[src/rtl/reg_write_arbiter.sv]
// Register-bank write master: merges unstallable ALU results with FIFO-buffered
// load results into at most one bank write per cycle, with a per-register busy scoreboard.
module reg_write_arbiter #(
  parameter int DATA_W = 32,
  parameter int ADDR_W = 5,
  parameter int DEPTH  = 4
) (
  input  logic                 clk,
  input  logic                 rst,
  input  logic                 alu_valid,
  input  logic [ADDR_W-1:0]    alu_rd,
  input  logic [DATA_W-1:0]    alu_data,
  input  logic                 ld_valid,
  output logic                 ld_ready,
  input  logic [ADDR_W-1:0]    ld_rd,
  input  logic [DATA_W-1:0]    ld_data,
  input  logic                 issue_valid,
  input  logic [ADDR_W-1:0]    issue_rd,
  output logic [2**ADDR_W-1:0] busy,
  output logic [ADDR_W-1:0]    ld_count,
  output logic                 RegEn,
  output logic [ADDR_W-1:0]    WriteRegister,
  output logic [DATA_W-1:0]    WriteData
);
  localparam int PW   = $clog2(DEPTH);
  localparam int NREG = 2**ADDR_W;
  localparam logic [ADDR_W-1:0] FULL = ADDR_W'(DEPTH);

  logic [DATA_W-1:0] r_mem_data [DEPTH];
  logic [ADDR_W-1:0] r_mem_rd   [DEPTH];
  logic [PW-1:0]     r_wptr, r_rptr;
  logic [ADDR_W-1:0] r_count;
  logic [NREG-1:0]   r_busy;
  logic              r_regen;
  logic [ADDR_W-1:0] r_wreg;
  logic [DATA_W-1:0] r_wdata;

  logic              w_empty, w_push, w_pop, w_win;
  logic [ADDR_W-1:0] w_win_rd;
  logic [DATA_W-1:0] w_win_data;
  logic [NREG-1:0]   w_busy_nxt;

  // Readiness looks only at the registered count: a full FIFO refuses even while popping.
  assign ld_ready = (r_count != FULL);
  assign w_empty  = (r_count == '0);
  assign w_push   = ld_valid && ld_ready;

  always_comb begin
    w_win      = alu_valid || !w_empty;
    w_pop      = !alu_valid && !w_empty;
    w_win_rd   = alu_valid ? alu_rd   : r_mem_rd[r_rptr];
    w_win_data = alu_valid ? alu_data : r_mem_data[r_rptr];
  end

  always_comb begin
    w_busy_nxt = r_busy;
    if (w_win)       w_busy_nxt[w_win_rd] = 1'b0;
    if (issue_valid) w_busy_nxt[issue_rd] = 1'b1;
    w_busy_nxt[0] = 1'b0;
  end

  always_ff @(posedge clk) begin
    if (w_push) begin
      r_mem_data[r_wptr] <= ld_data;
      r_mem_rd[r_wptr]   <= ld_rd;
    end
  end

  always_ff @(posedge clk or posedge rst) begin
    if (rst) begin
      r_wptr  <= '0;
      r_rptr  <= '0;
      r_count <= '0;
      r_busy  <= '0;
      r_regen <= 1'b0;
      r_wreg  <= '0;
      r_wdata <= '0;
    end else begin
      if (w_push) r_wptr <= r_wptr + 1'b1;
      if (w_pop)  r_rptr <= r_rptr + 1'b1;
      case ({w_push, w_pop})
        2'b10:   r_count <= r_count + 1'b1;
        2'b01:   r_count <= r_count - 1'b1;
        default: r_count <= r_count;
      endcase
      r_busy <= w_busy_nxt;
      // Writes to register 0 still consume the winner slot but never strobe the bank.
      if (w_win) begin
        r_regen <= (w_win_rd != '0);
        r_wreg  <= w_win_rd;
        r_wdata <= w_win_data;
      end else begin
        r_regen <= 1'b0;
      end
    end
  end

  assign busy          = r_busy;
  assign ld_count      = r_count;
  assign RegEn         = r_regen;
  assign WriteRegister = r_wreg;
  assign WriteData     = r_wdata;
endmodule

[config.mk]
export PLATFORM = sky130hd
export DESIGN_NAME = reg_write_arbiter
export DESIGN_NICKNAME = d
export VERILOG_FILES = /design/src/rtl/reg_write_arbiter.sv
export SDC_FILE = /design/constraint.sdc
export NUM_CORES = 1
export LEC_CHECK = 0
export CORE_MARGIN = 2
export CORE_UTILIZATION = 38
export CTS_CLUSTER_SIZE = 40
export DETAILED_ROUTE_END_ITERATION = 7
export PLACE_DENSITY = 0.7
export RECOVER_POWER = 25
export SLEW_MARGIN = 20
export SYNTH_ARGS = -nofsm -noshare
export SYNTH_HDL_FRONTEND = slang
export SYNTH_SLANG_ARGS = --single-unit
[constraint.sdc]
create_clock -name clk -period 4.2 [get_ports clk]
set_input_delay 0.84 -clock clk [delete_from_list [all_inputs] [get_ports clk]]
set_output_delay 0.84 -clock clk [all_outputs]
set_load 0.05 [all_outputs]
==> results of run 1 <==
-- state kept, by name, summed over array words and instances, names as in the netlist --
register,count
ld_count,5
RegEn,1
r_mem_data,128
busy,31
WriteRegister,5
r_rptr,2
WriteData,32
r_wptr,2
r_mem_rd,20
-- final cells by class --
type                            instances  share of cell area [%]
Timing Repair Buffer                  168                   13.64
Clock buffer                           33                   5.664
Tap cell                              324                   3.349
Sequential cell                       226                   52.88
Inverter                               22                  0.6925
Antenna cell                            5                  0.1034
Clock inverter                         11                   1.292
Multi-Input combinational cell        343                   22.38
-- worst register-to-register path: cells and delay by family (launching register included) --
family / cells / cell delay [ns]
and+or+nand+nor: 4 / 0.83
adders and majority gates: 2 / 0.56
AOI/OAI and AO/OA: 3 / 0.49
buffers and inverters: 1 / 0.09
xor gates and xnor gates: 2 / 0.34
DFF: 1 / 0.48
-- metrics by stage --
| step | hold WS (ns) | area [um^2] | utilization [%] | total power, mW | worst slack (ns) |
|---|---|---|---|---|---|
| after global routing | 0.4984 | 12100 | 49.90 | 8.990 | 0.9458 |
| after global placement | 0.4634 | 11250 | 46.38 | 6.396 | 1.136 |
| after detailed placement | 0.4627 | 11250 | 46.38 | 6.438 | 1.062 |
| after CTS | 0.4773 | 12090 | 49.86 | 8.690 | 1.095 |
| after floorplan | 0.5796 | 9366 | - | 5.426 | 0.7872 |
| final | 0.4729 | 12110 | 49.92 | 8.586 | 1.098 |
-- power by group through the flow --
stage	clock, mW	combinational, mW	sequential (mW)
finish	2.23	2.99	3.37
global route	2.36	3.18	3.45
CTS	2.28	3.03	3.39
detailed placement	0	3.02	3.42
global placement	0	2.99	3.40
floorplan	0	1.37	4.06
-- layer usage --
| metal | vias up | track usage, % | part of all wire [%] |
|---|---|---|---|
| met5 | - | 0 | 0.097 |
| met4 | 4 | 4.505 | 2.1 |
| met3 | 35 | 3.467 | 5.9 |
| met2 | 195 | 27.60 | 48 |
| met1 | 2848 | 22.47 | 44 |
| li1 | 2679 | - | - |
-- cells by family (layout without fill, tap and decap cells) --
group / after synthesis / after routing / share of synthesized area [%]
xor gates and xnor gates: 9 / 9 / 0.8415
buffers and inverters: 57 / 234 / 2.899
muxes: 75 / 75 / 12.37
AOI/OAI and AO/OA: 124 / 124 / 8.055
other: 1 / 6 / 0.04004
adders and majority gates: 7 / 7 / 0.9350
DFF: 226 / 226 / 68.29
and+or+nand+nor: 127 / 127 / 6.573
-- layout by cell type, fill, tap and decap left out, drive strengths merged, types with 4 or more instances in the layout --
cell type / n
nand3: 12
mux2: 6
nor2b: 5
bufinv: 4
clkdlybuf4s50: 123
nor3: 7
inv: 21
nand2: 75
dfrtp: 78
diode: 5
mux4: 32
mux2i: 37
nor2: 7
xor2: 5
edfxtp: 148
a21oi: 8
xnor2: 4
o211ai: 17
buf: 11
clkbuf: 33
a21o: 4
clkinv: 8
o31ai: 11
o21ai: 71
nor3b: 4
dlygate4sd3: 34
and3: 6
ha: 7
o21a: 4
-- worst max path at each step --
| stage | from | end | slack (ns) | depth (start not counted) |
|---|---|---|---|---|
| floorplan | ld_count[1] | ld_count[4] | 0.79 | 14 |
| global placement | ld_valid | ld_count[4] | 1.14 | 11 |
| detailed placement | ld_valid | ld_count[4] | 1.06 | 11 |
| CTS | ld_count[1] | ld_ready | 1.09 | 3 |
| global route | ld_count[1] | ld_ready | 0.95 | 3 |
| finish | ld_count[1] | ld_ready | 1.10 | 3 |
==> impl_metrics.ini, run 1 <==
[yosys]
syn_avg_cell_area_um2 = 14.96
syn_inst = 626
yosys_register_bits = 226
yosysTopAreaCellShare_pct = 47.45
ys_top_cells_by_count = edfxtp_1, dfrtp_1, nand2_1, o21ai_0, mux2i_1
synth_area_leader_cell = edfxtp_1
yosysSeqAreaShare_pct = 68.29
async_flop_share_pct = 34.51
syn_area_um2 = 9366
synth_most_common_cell = edfxtp_1
syn-num-nets = 717
yosys_warnings = 0
synth_cell_types = 46
synth_edf_count = 148
synthTopCellsByArea = edfxtp_1, dfrtp_1, mux4_2
ys.flop_type = edfxtp_1

[placed_design]
post-place-cells = 1083
port_buffers = 158
dp_hpwl_mm = 14.01
gp_congestion = 0.8274

[pwr]
power.share.sequential_pct = 39.2
p_leak_nw = 4.380
power.density_nw_per_um2 = 709.3
pwr-share-comb_pct = 34.8
power_switching_mw = 3.083
p_int_mw = 5.503
vdd_drop_max_mv = 0.3965
swShare_pct = 35.91
clkPwrFrac_pct = 26.0

[hold_path]
hold_class = flop to flop
hold_end = WriteRegister[1]
hold_depth = 2
hold_start = WriteRegister[1]

[routing]
routedWlPerCell_um = 19.14
firstDrtPassIters = 5
via_count = 5761
routed_wl_mm = 21.67
drtIter0Drc = 397
via_per_inst = 5.089
remaining_drc_errors = 0
antenna_left = 0

[timing]
hold_viol_final = 0
report.final.slew_viol_count = 0
setup_tns_ns = 0
finClkSkew_ns = 0.008576
post-route-min-period_ns = 3.102
fin_crit_sh_pct = 73.87
worst_pin_slew_ns = 1.067
max-slew-margin-rel_pct = 28.87
setup_viol = 0
grt_setup_unrepaired = no
max_freq_ghz = 0.3223

[cts]
cts_sinks = 226
cts_buffers = 24
cts.htree.levels = 1
postCtsHoldBufs = 0
cts_setup_buffers = 0
tritoncts = done
clock_latency_ns = 0.51
path_clk_slew_ns = 0.06
cts-root-buf = clkbuf_16
cts-resized-gates = 0
clockBufferDepth = 3

[critical_path]
worstReg2RegStart = ld_count[1]
reg2reg_to = ld_count[4]
cpLargestDelayFamily = buffers and inverters
rr_worst_depth = 12
cp_max_fo = 9
cpMaxStageDelayCell = clkdlybuf4s50_1
start_kind = flop
crit_buf_inv = 1
critPathMaxStageDelay_ns = 0.77
path_class = flop to primary output
r2r_slack_ns = 1.34
cp-end-kind = primary output
crit_required_ns = 3.36
crit_chain = nor3_2 -> nand3b_1 -> clkdlybuf4s50_1
cp.arrival_ns = 2.26

[final_layout]
fin_nets = 876
areaGrowthSynthToFinish_pct = 29.24
multi_input_area_um2 = 2709
drive_gt1_share_pct = 12.45
fillCellCount = 2088
fin_cells = 1132
seqCellArea_um2 = 6401

[run]
maxCapViolations = 0

[floorplan]
fp.dieW_um = 161
initial_core_util_pct = 38.63
io_pins = 160
design.core.area_um2 = 24250
fp.dieH_um = 161
die_area_um2 = 25920
rows = 57

[global_route]
grt_pass1_vias = 5799
track_usage_pct = 16.64
grt_first_pass_wirelength_mm = 33.74
grt_max_degree = 62
antenna_found_initial = 6
grt-ovfl-total = 0

[outcome]
status = finished clean
Note: power is estimated with default switching activity, not from simulation.
==> run 2, diff against run 1 <==
- clock period: 4.2 -> 3 ns (I/O delays scaled with it)
==> run 2 against run 1 <==
- combinational power is 48% higher
- utilization grew 0.36 points
- flip-flop and latch count is the same
- register-to-register slack lost 0.99 ns
- count of clock-buffer cells in the layout is 3 lower
- critical path type unchanged
- largest power group unchanged
- highest routed layer unchanged
==> impl_metrics.ini, run 2 (synthesis gave the netlist of run 1 again) <==
[pwr]
power.density_nw_per_um2 = 985.5
p_leak_nw = 4.402
vdd_drop_max_mv = 0.5157

[placed_design]
dp_hpwl_mm = 13.86
post-place-cells = 1088
placed_area_um2 = 11380
port_buffers = 158
place_ws_ns = 0.2168
gp_congestion = 0.7982

[floorplan]
io_pins = 160
fp.dieH_um = 161
die_area_um2 = 25920
fp.dieW_um = 161
design.core.area_um2 = 24250
rows = 57
initial_core_util_pct = 38.63

[critical_path]
cp.arrival_ns = 2.18
cp-end-kind = primary output
path_class = flop to primary output
cp_max_fo = 6
start_kind = flop
crit_required_ns = 2.40

[global_route]
grt_max_degree = 56
grt-ovfl-total = 0
grt_pass1_vias = 5908
grt_first_pass_wirelength_mm = 33.96
antenna_found_initial = 5
track_usage_pct = 16.81

[routing]
firstDrtPassIters = 5
routedWlPerCell_um = 18.90
antenna_left = 0
drtIter0Drc = 414
remaining_drc_errors = 0
via_per_inst = 5.073
via_count = 5763
routed_wl_mm = 21.47

[timing]
finalWorstSetupSlack_ns = 0.2185
max-slew-margin-rel_pct = 49.52
post-route-min-period_ns = 2.781
finClkSkew_ns = 0.004870
hold_viol_final = 0
setup_tns_ns = 0
report.final.slew_viol_count = 0
fin_crit_sh_pct = 92.72
setup_viol = 0
worst_pin_slew_ns = 0.7571
grt_setup_unrepaired = no
max_freq_ghz = 0.3595

[final_layout]
fillCellCount = 2080
fin_nets = 881
multi_input_area_um2 = 2716
seqCellArea_um2 = 6406
final_area_um2 = 12190
areaGrowthSynthToFinish_pct = 30.18
regMostFlops = r_mem_data
fin_cells = 1136
drive_gt1_share_pct = 13.74
final_cell_mix = edfxtp_1, clkdlybuf4s50_1, nand2_1, dfrtp_1, o21ai_0
largest_reg_flops = 128
layout_commonest_cell = edfxtp_1

[hold_path]
hold_class = input pin to async pin

[cts]
cts_buffers = 24
cts-resized-gates = 0
cts-root-buf = clkbuf_16
postCtsHoldBufs = 0
cts.htree.levels = 1
cts_setup_buffers = 0
clockBufferDepth = 3
tritoncts = done
path_clk_slew_ns = 0.06
cts_sinks = 226
clock_latency_ns = 0.51

[outcome]
status = finished clean

[run]
maxCapViolations = 0
[run 2: cell types whose count changed in the layout (fill, tap and decap cells not counted), moves of 2 or more]
cell | before | now
buf_12 | 0 | 6
dfrtp_2 | 1 | 5
clkinvlp_4 | 0 | 2
dfrtp_1 | 76 | 72
clkinv_1 | 2 | 4
clkbuf_8 | 3 | 1
[run 2: layout make-up]
cell class,instances,share of cell area (%)
diodes,4,0.08209
clock buffers,30,5.367
clock inverters,14,1.252
inverters,22,0.6875
multi-input cells,343,22.28
flip-flops and latches,226,52.54
well taps,324,3.325
repair buffers,173,14.47
[run 2: power breakdown]
group,leakage (nW),internal (mW),switching (mW)
logic,1.83,1.71,2.72
clock network,0.389,1.81,1.19
registers,2.18,4.15,0.448
total,4.40,7.66,4.35
[run 2: layer usage]
metal  wire, um  GRT usage [%]  part of all wire [%]
met3       1452          3.852                   6.8
met2      10360          27.86                    48
met5         10              0                 0.047
met1       9184          22.35                    43
met4        467          4.830                   2.2
[run 2: stage by stage]
stage	utilization [%]	hold slack, ns	power (mW)
floorplan	-	0.5796	7.630
global placement	46.91	0.4621	9.078
detailed placement	46.91	0.4738	9.155
CTS	50.24	0.4663	12.18
global route	50.26	0.4860	12.62
finish	50.28	0.4564	12.02
[run 2: path summary, 6_finish.rpt]
check	start	cells after the start	to	slack, ns
max	ld_count[0]	3	ld_ready	0.22
min	rst	2	WriteData[24]	0.46
max reg2reg	ld_count[0]	12	ld_count[4]	0.35
min reg2reg	WriteData[24]	2	WriteData[24]	0.48
max in group asynchronous	rst	3	WriteData[25]	1.90
min in group clk	WriteData[24]	2	WriteData[24]	0.48
[run 2: worst max-delay path, stage by stage, from the launching register on]
cell and delay (ns):
dfrtp_2 0.46, nor3_4 0.26, nand3b_1 0.20, clkdlybuf4s50_1 0.75
==> run 3, diff against run 2 <==
- GPL_TIMING_DRIVEN: default -> 0
==> run 3 against run 2 <==
- clock power shrank 2%
- combinational power grew 4.8%
- global-route usage grew 0.17 points
- wire length grew 3.2%
- non-clock buffer count grew 25
- fmax grew 0.67%
- via count grew 2.4%
- critical path depth is the same
- flip-flop and latch count is the same
- count of clock-buffer cells in the layout grew 4
- clock skew grew 0.0038 ns
- sequential share of layout area shrank 0.48 points
- critical path type unchanged
- critical endpoint unchanged
- largest power group is now combinational cells
==> impl_metrics.ini, run 3 (synthesis gave the netlist of run 1 again) <==
[outcome]
status = finished clean

[final_layout]
final_area_um2 = 12300
final_cell_mix = edfxtp_1, clkdlybuf4s50_1, nand2_1, dfrtp_1, o21ai_0
layout_commonest_cell = edfxtp_1
areaGrowthSynthToFinish_pct = 31.27
fin_nets = 907
fin_cells = 1160
drive_gt1_share_pct = 14.15
regMostFlops = r_mem_data
largest_reg_flops = 128
fillCellCount = 2105

[timing]
finalWorstSetupSlack_ns = 0.2369
setup_tns_ns = 0
worst_pin_slew_ns = 0.9237
max_freq_ghz = 0.3619
fin_crit_sh_pct = 92.10
max-slew-margin-rel_pct = 38.42
grt_setup_unrepaired = no
fin_hold_ws_ns = 0.4801
finClkSkew_ns = 0.008630
setup_viol = 0
report.final.slew_viol_count = 0
post-route-min-period_ns = 2.763
hold_viol_final = 0

[critical_path]
rr_worst_depth = 13
cp-end-kind = primary output
crit_required_ns = 2.40
start_kind = flop
cp.arrival_ns = 2.16
cp_max_fo = 6
worstReg2RegStart = ld_count[0]
cpMaxStageDelayCell = clkdlybuf4s50_1
r2r_slack_ns = 0.40
reg2reg_to = ld_count[4]
crit_chain = nor3_4 -> nand3b_1 -> clkdlybuf4s50_1
path_class = flop to primary output
critPathMaxStageDelay_ns = 0.76

[floorplan]
die_area_um2 = 25920
initial_core_util_pct = 38.63
fp.dieH_um = 161
design.core.area_um2 = 24250
rows = 57
io_pins = 160
fp.dieW_um = 161

[cts]
path_clk_slew_ns = 0.06
clock_latency_ns = 0.51
cts-resized-gates = 0
cts_sinks = 226
postCtsHoldBufs = 0
cts_setup_buffers = 0
tritoncts = done
cts-root-buf = clkbuf_16
cts_buffers = 25
clockBufferDepth = 3
cts.htree.levels = 1

[pwr]
clkPwrFrac_pct = 24.3
pwr-share-comb_pct = 38.4
p_int_mw = 7.641
p_leak_nw = 4.457
power.share.sequential_pct = 37.2
power.density_nw_per_um2 = 979.1
vdd_drop_max_mv = 0.4703
swShare_pct = 36.52
power_switching_mw = 4.397

[global_route]
antenna_found_initial = 2
grt_pass1_vias = 6028
grt_max_degree = 42
grt-ovfl-total = 0
track_usage_pct = 16.97
grt_first_pass_wirelength_mm = 34.15

[placed_design]
gp_congestion = 0.8086
dp_hpwl_mm = 15.01
port_buffers = 158
placed_area_um2 = 11490
place_ws_ns = -0.1473
post-place-cells = 1113

[run]
maxCapViolations = 0

[routing]
via_count = 5904
antenna_left = 0
routed_wl_mm = 22.16
routedWlPerCell_um = 19.10
via_per_inst = 5.090
drtIter0Drc = 421
firstDrtPassIters = 4
remaining_drc_errors = 0

[hold_path]
hold_end = WriteData[16]
hold_class = flop to flop
hold_start = WriteData[16]
hold_depth = 2
-- run 3: area by class of cell --
class	instances	area, um^2	area share [%]
sequential	226	6401	52.06
multi-input combinational	343	2715	22.08
timing repair buffer	163	1682	13.68
clock buffer	34	699.4	5.688
tap	324	405.4	3.297
buffer	35	205.2	1.669
clock inverter	11	97.59	0.7937
inverter	22	85.08	0.6920
antenna	2	5.005	0.04070
-- run 3: how the worst max path moves through the flow --
stage / startpoint / end / slack [ns] / cells after the start
6_report: ld_count[0] / ld_ready / 0.24 / 3
5_1_grt: ld_count[0] / ld_ready / 0.17 / 3
4_1_cts: ld_count[0] / ld_ready / 0.20 / 3
3_5_place_dp: alu_valid / ld_count[4] / -0.15 / 12
3_3_place_gp: rst / ld_count[0] / -1.55 / 2
2_1_floorplan: ld_count[1] / ld_count[4] / 0.03 / 14
-- run 3: power by group through the flow --
stage               Sequential, mW  Clock [mW]  Combinational [mW]
floorplan                     5.70           0                1.93
global placement              4.55           0                4.57
detailed placement            4.54           0                4.69
CTS                           4.49        3.00                4.70
global route                  4.56        3.10                4.95
finish                        4.48        2.93                4.63
-- run 3: critical path: cells and delay by family (launching register included) --
kind,cells,cell delay (ns)
simple gates,2,0.44
buf+inv,1,0.76
flops,1,0.46
-- run 3: per-layer routing --
layer  vias up  routed length [um]  GRT usage (%)
li1       2739                   -              -
met1      2916                9638          23.40
met2       217               10670          28.05
met5         -                   0              0
met3        32                1407          3.467
met4         0                 441          3.774
-- run 3: metrics by stage --
step | utilization, % | power (mW)
final | 50.71 | 12.04
after global routing | 50.69 | 12.61
after CTS | 50.69 | 12.19
after detailed placement | 47.40 | 9.227
after global placement | 46.96 | 9.115
after floorplan | - | 7.630
